File: config.mk
export PLATFORM = sky130hd
export DESIGN_NAME = edulent_mem_responder
export DESIGN_NICKNAME = d
export VERILOG_FILES = /design/src/rtl/edulent_pkg.sv /design/src/rtl/edulent_ram_1rw.sv /design/src/rtl/edulent_mem_responder.sv
export SDC_FILE = /design/constraint.sdc
export NUM_CORES = 2
export LEC_CHECK = 0
export BUFFER_PORTS_ARGS = -buffer_cell sky130_fd_sc_hd__buf_4
export CORE_ASPECT_RATIO = 0.75
export CORE_MARGIN = 2
export CORE_UTILIZATION = 55
export CTS_CLUSTER_DIAMETER = 100
export CTS_CLUSTER_SIZE = 28
export DETAILED_ROUTE_END_ITERATION = 12
export PLACE_DENSITY = 0.82
export RECOVER_POWER = 50
export SLEW_MARGIN = 10
export SYNTH_ARGS = -nofsm -noshare
export SYNTH_HDL_FRONTEND = slang
export SYNTH_SLANG_ARGS = --single-unit
export TNS_END_PERCENT = 1
File: constraint.sdc
create_clock -name i_clk -period 5.4 [get_ports i_clk]
set_input_delay 1.35 -clock i_clk [delete_from_list [all_inputs] [get_ports i_clk]]
set_output_delay 1.35 -clock i_clk [all_outputs]
set_load 0.05 [all_outputs]
File: src/rtl/edulent_pkg.sv
// Shared definitions for the edulent memory responder: default widths,
// initial stack pointer and the responder state encoding.
package edulent_pkg;

   localparam int DEF_ADDR_W = 8;
   localparam int DEF_DATA_W = 8;
   localparam logic [7:0] SP_INIT = 8'h7F;

   typedef enum logic [1:0] {
      MS_IDLE = 2'd0,
      MS_LOAD = 2'd1,
      MS_RUN  = 2'd2
   } mem_state_t;

endpackage

File: src/rtl/edulent_ram_1rw.sv
// Single-port-write RAM with a registered, read-first read port.
// The array itself is never reset; only the read register is.
module edulent_ram_1rw
   import edulent_pkg::*;
#(
   parameter int ADDR_W = DEF_ADDR_W,
   parameter int DATA_W = DEF_DATA_W
) (
   input  logic              i_clk,
   input  logic              i_rstn,
   input  logic              i_we,
   input  logic [ADDR_W-1:0] i_waddr,
   input  logic [DATA_W-1:0] i_wdata,
   input  logic [ADDR_W-1:0] i_raddr,
   output logic [DATA_W-1:0] o_rdata
);

   localparam int DEPTH = 2 ** ADDR_W;

   logic [DATA_W-1:0] mem_r [DEPTH];
   logic [DATA_W-1:0] rdata_r;

   // Storage array write port
   always_ff @(posedge i_clk) begin
      if (i_we) begin
         mem_r[i_waddr] <= i_wdata;
      end
   end

   // Read register; sees the pre-write contents on a same-address write
   always_ff @(posedge i_clk or negedge i_rstn) begin
      if (!i_rstn) begin
         rdata_r <= '0;
      end else begin
         rdata_r <= mem_r[i_raddr];
      end
   end

   assign o_rdata = rdata_r;

endmodule

File: src/rtl/edulent_mem_responder.sv
// Memory-side responder: 256x8 RAM shared by a boot loader (LOAD) and the
// CPU (RUN), with a write-protect limit and a sticky protection fault.
module edulent_mem_responder
   import edulent_pkg::*;
#(
   parameter int                ADDR_W   = DEF_ADDR_W,
   parameter int                DATA_W   = DEF_DATA_W,
   parameter logic [ADDR_W-1:0] PROT_RST = 8'h00
) (
   input  logic              i_clk,
   input  logic              i_rstn,
   input  logic              i_boot_en,
   input  logic              i_ld_valid,
   input  logic [DATA_W-1:0] i_ld_data,
   input  logic              i_ld_last,
   output logic              o_ld_ready,
   input  logic              i_prot_wr,
   input  logic [ADDR_W-1:0] i_prot_limit,
   input  logic [ADDR_W-1:0] i_mem_addr,
   input  logic              i_mem_we,
   input  logic [DATA_W-1:0] i_mem_wdata,
   output logic [DATA_W-1:0] o_mem_rdata,
   output logic              o_cpu_rstn,
   output logic              o_wp_fault,
   output logic [ADDR_W:0]   o_load_count
);

   mem_state_t        state_r, state_nxt_s;
   logic [ADDR_W-1:0] ld_ptr_r;
   logic [ADDR_W:0]   load_count_r;
   logic [ADDR_W-1:0] prot_limit_r;
   logic              wp_fault_r;
   logic              cpu_rstn_r;
   logic              ld_ready_r;

   logic              ld_xfer_s;
   logic              ld_done_s;
   logic              cpu_wr_s;
   logic              cpu_viol_s;
   logic              ram_we_s;
   logic [ADDR_W-1:0] ram_waddr_s;
   logic [DATA_W-1:0] ram_wdata_s;

   // A transfer at the top address ends LOAD so the pointer never wraps
   assign ld_xfer_s  = (state_r == MS_LOAD) & i_ld_valid;
   assign ld_done_s  = ld_xfer_s & (i_ld_last | (ld_ptr_r == {ADDR_W{1'b1}}));
   assign cpu_wr_s   = (state_r == MS_RUN) & i_mem_we & (i_mem_addr >= prot_limit_r);
   assign cpu_viol_s = (state_r == MS_RUN) & i_mem_we & (i_mem_addr <  prot_limit_r);

   // Next-state logic
   always_comb begin
      state_nxt_s = state_r;
      case (state_r)
         MS_IDLE: begin
            if (i_boot_en) state_nxt_s = MS_LOAD;
            else           state_nxt_s = MS_RUN;
         end
         MS_LOAD: begin
            if (ld_done_s) state_nxt_s = MS_RUN;
            else           state_nxt_s = MS_LOAD;
         end
         MS_RUN:  state_nxt_s = MS_RUN;
         default: state_nxt_s = MS_IDLE;
      endcase
   end

   // RAM write port owner: loader during LOAD, CPU otherwise
   always_comb begin
      ram_we_s    = 1'b0;
      ram_waddr_s = '0;
      ram_wdata_s = '0;
      if (state_r == MS_LOAD) begin
         ram_we_s    = ld_xfer_s;
         ram_waddr_s = ld_ptr_r;
         ram_wdata_s = i_ld_data;
      end else begin
         ram_we_s    = cpu_wr_s;
         ram_waddr_s = i_mem_addr;
         ram_wdata_s = i_mem_wdata;
      end
   end

   // State register and registered handshake / CPU reset outputs
   always_ff @(posedge i_clk or negedge i_rstn) begin
      if (!i_rstn) begin
         state_r    <= MS_IDLE;
         ld_ready_r <= 1'b0;
         cpu_rstn_r <= 1'b0;
      end else begin
         state_r    <= state_nxt_s;
         ld_ready_r <= (state_nxt_s == MS_LOAD);
         cpu_rstn_r <= (state_r == MS_RUN);
      end
   end

   // Loader pointer and accepted-byte count
   always_ff @(posedge i_clk or negedge i_rstn) begin
      if (!i_rstn) begin
         ld_ptr_r     <= '0;
         load_count_r <= '0;
      end else if ((state_r == MS_IDLE) && (state_nxt_s == MS_LOAD)) begin
         ld_ptr_r     <= '0;
         load_count_r <= '0;
      end else if (ld_xfer_s) begin
         ld_ptr_r     <= ld_ptr_r + {{(ADDR_W-1){1'b0}}, 1'b1};
         load_count_r <= load_count_r + {{ADDR_W{1'b0}}, 1'b1};
      end else begin
         ld_ptr_r     <= ld_ptr_r;
         load_count_r <= load_count_r;
      end
   end

   // Protect limit and sticky fault; a same-cycle write sees the old limit
   always_ff @(posedge i_clk or negedge i_rstn) begin
      if (!i_rstn) begin
         prot_limit_r <= PROT_RST;
         wp_fault_r   <= 1'b0;
      end else begin
         if (i_prot_wr) prot_limit_r <= i_prot_limit;
         else           prot_limit_r <= prot_limit_r;
         if (cpu_viol_s) wp_fault_r <= 1'b1;
         else            wp_fault_r <= wp_fault_r;
      end
   end

   edulent_ram_1rw #(
      .ADDR_W (ADDR_W),
      .DATA_W (DATA_W)
   ) u_ram (
      .i_clk   (i_clk),
      .i_rstn  (i_rstn),
      .i_we    (ram_we_s),
      .i_waddr (ram_waddr_s),
      .i_wdata (ram_wdata_s),
      .i_raddr (i_mem_addr),
      .o_rdata (o_mem_rdata)
   );

   assign o_ld_ready   = ld_ready_r;
   assign o_cpu_rstn   = cpu_rstn_r;
   assign o_wp_fault   = wp_fault_r;
   assign o_load_count = load_count_r;

endmodule

==> impl_results.md <==
* Outcome: finished with violations
* Failing checks: max-capacitance violations, max-slew violations
* H-Tree Depth at 3
* Netlist Area Pre-Place at 81520 µm²
* Crit-path slowest cell: nor2b_1
* Residual DRC at 0
* Area share of the largest cell type after synthesis at 75.44%
* CP Launch Type: flop
* Setup TNS at 0 ns
* Reg2reg end: u_ram.mem_r[104][4]$_DFFE_PP_
* DR WL/cell at roughly 33 µm
* Cell mode on critical path: nor2_1
* FF+latch count, synth at approximately 2100
* GRT Overall Usage at approximately a quarter
* Most area-hungry cell type in the Yosys netlist: edfxtp_1
* Sequential cell area at 62450 µm²
* RSZ-0062 raised after global routing: no
* Global-route wire length before repair at 289.9 mm
* Crit-path leading delay family: simple AND/OR/NAND/NOR gates
* CP Capture Type: flop
* Crit path time final at roughly 4.8 ns
* Worst stage delay on the critical path at 1.46 ns
* FFs w/ async S/R, synth at 1.822%
* Critical path launch point: state_r[0]$_DFF_PN0_
* Final Power at approximately 28 mW
* Skew-Pair Late Insertion Delay at 0.77 ns
* Crit Path Category: flop to flop
* Post-Route WL at 201.5 mm
* Power Dens Cells at 317.4 nW/µm²
* Layout cell share with drive strength beyond 1 at between 10% and 20%
* Endpoints failing hold at 0
* Clock root cell: clkbuf_16
* CP Buf/Inv Count at 1
* Via Count at 42300
* Clock power share at 27.9%
* Reg2Reg Depth at 7
* Total Nets Final at slightly above 4000
* Crit path cell chain: nor2b_1 > nand3b_1 > a21boi_0 > clkbuf_1 > nor2_1 > nand2_1 > nor2_1
* Finish-stage setup viols at 0
* Final period utilization at 88.26%
* Area of the multi-input gates at around 18000 µm²
* Router iterations before antenna repair at 9
* Row count at approximately 120
* Placer Congestion at 0.9458
* Critical path depth at 7
* Final Max Tran Viols at approximately 220
* Max-cap violations at 4
* Die span in y at between 300 and 400 µm
* CTS tree: built
* Hpwl dp at 124.8 mm
* Largest net degree at the start of global routing at around 150
* Synth cell types at 71
* Worst Hold Slack at roughly 0.51 ns
* Vias in the first global route at 40600
* P_sw at between 6 and 7 mW
* Post-CTS setup buffer count at 0
* Hold Crit Class: flop to flop
* Flop pwr share at around 65%
* Clk sinks at 2086
* Synth Instances at about 4000
* FMAX at 209.8 MHz
* Primary FF master, synth: edfxtp_1
* Area grow syn2layout at 6.701%
* Initial core utilization at a little under three fifths
* Switching Fraction at 22.13%
* Maximum vdd ir drop at approximately 0.35 mV
* Post-synth EDFFs at about 2000
* R2r setup slk at 0.63 ns
* Post-Syn Area per Cell at 20.54 µm²
* P_int at 21.50 mW
* Placed instance count at 5978
* Full die area at 151300 µm²
* Combinational power share at ~7%
* DRT iter0 DRCs at around 7700
* GRT overflow at 0
* Port bufs at 58
* Num CTS Buffers at 84
* Slew HR at -77.11%
* Sequential element share of the synthesized area at 76.61%
* Post-placement setup slack at 0.5584 ns
* Fill cell count at 9988
* Reg2reg start: state_r[0]$_DFF_PN0_
* CP max FO at 26
* Leakage at 26.53 nW
* Via/cell ratio at 6.926
* Top post-synthesis cells by area: edfxtp_1 (75%), mux4_2 (12%), mux2i_1 (1.9%)
* CP endpoint: u_ram.mem_r[104][4]$_DFFE_PP_
* Layout Skew at 0.05092 ns
* Clk slew on worst S/H paths at roughly 0.11 ns
* Worst slew pin tran at 2.657 ns
* Die X at roughly 450 µm
* Core Area at 147300 µm²
* Antenna violations before repair at 5
* Synth Net Count at between 4000 and 5000
* CTS Buffer Depth at 3
* Hold_buf cts at 0
* Post-CTS Resized at 0
* Worst endpoint required time at 5.78 ns
* Antenna-violating nets left at 0
* Non-Filler Instances at 6108
* Final setup margin at 0.6338 ns
* Yosys warnings at 0
* I/O pin cnt at 59
* Arr. time, crit path at 5.15 ns
## power by group through the flow
stage / clock [mW] / sequential (mW) / combinational [mW]
after floorplan: 0 / 18.4 / 1.08
after global placement: 0 / 18.3 / 1.88
after detailed placement: 0 / 18.3 / 1.92
after CTS: 7.69 / 17.9 / 1.93
after global routing: 8.18 / 18.0 / 2.02
final: 7.71 / 17.9 / 1.95
## synth_stat cells (36+ instances only)
library cell,n
a21oi_1,83
a22oi_1,136
buf_2,77
clkbuf_1,60
dfrtp_1,38
edfxtp_1,2048
mux2i_1,154
mux4_2,443
nand2_1,125
nor2_1,303
o21ai_0,39
o221ai_1,36
## cell type report
cell class	count	area share (%)
Inverter	12	0.05179
Tap cell	1984	2.854
Antenna cell	1	0.002877
Multi-Input combinational cell	1639	20.22
Sequential cell	2086	71.80
Timing Repair Buffer	257	2.336
Clock buffer	123	2.658
Clock inverter	6	0.08200
## per-stage QoR
stage / util [%] / area [µm²]
final: 59.05 / 86980
after global routing: 59.05 / 86980
after CTS: 59.25 / 87280
after detailed placement: 57.63 / 84890
after global placement: 57.63 / 84890
after floorplan: - / 81520
## sequential cells by signal, summed over array words and instances, names as in the netlist
name	count
u_ram.mem_r	2048
u_ram.o_rdata	8
ld_ptr_r	8
prot_limit_r	8
state_r	2
o_load_count	9
o_ld_ready	1
o_cpu_rstn	1
o_wp_fault	1
## worst min-delay path by stage
stage / to / slack (ns) / cells past startpoint / start
5_1_grt: o_wp_fault$_DFFE_PN0P_ / 0.55 / 1 / o_wp_fault$_DFFE_PN0P_
2_1_floorplan: prot_limit_r[0]$_DFFE_PN0P_ / 0.48 / 1 / prot_limit_r[0]$_DFFE_PN0P_
3_5_place_dp: o_wp_fault$_DFFE_PN0P_ / 0.49 / 1 / o_wp_fault$_DFFE_PN0P_
3_3_place_gp: o_wp_fault$_DFFE_PN0P_ / 0.50 / 1 / o_wp_fault$_DFFE_PN0P_
6_report: o_wp_fault$_DFFE_PN0P_ / 0.51 / 1 / o_wp_fault$_DFFE_PN0P_
4_1_cts: o_wp_fault$_DFFE_PN0P_ / 0.51 / 1 / o_wp_fault$_DFFE_PN0P_
## worst reg2reg max path, delay by kind of cell, from the launching register on
kind	cells	cell delay, ns
AND/OR/NAND/NOR	5	3.34
AO/OA/AOI/OAI	1	0.29
flip-flops	1	0.48
buffers and inverters	1	0.29
## logic make-up after synthesis
kind of cell	after synthesis	share of synthesized area, %
multiplexers	599	14.18
XOR/XNOR	13	0.1397
flip-flops	2086	76.61
adder cells (fa/ha/maj)	10	0.1535
AND/OR/NAND/NOR	559	2.978
AO/OA/AOI/OAI	458	3.988
buffers and inverters	243	1.954
## placed cells by master, fill, tap and decap left out, types with 20 or more instances in the layout
cell	n
buf_12	26
nor3_1	20
a21oi_1	83
edfxtp_1	2048
clkbuf_1	98
nand2_1	119
mux4_2	443
a22oi_1	136
o221ai_1	36
clkbuf_16	87
nor4_1	22
mux2i_1	154
dfrtp_1	38
buf_4	164
o22ai_1	34
nor2_1	302
a221oi_1	23
o21ai_0	40
## routing by layer
layer  track usage, %  vias up  wire length (µm)
met5           0.7500        -               213
met4            8.496       12              7880
met3            9.333      512             31110
met2            38.50     3504             88750
met1            37.96    21710             73520
li1                 -    16570                 -
Power figures use the tool's default switching activity.
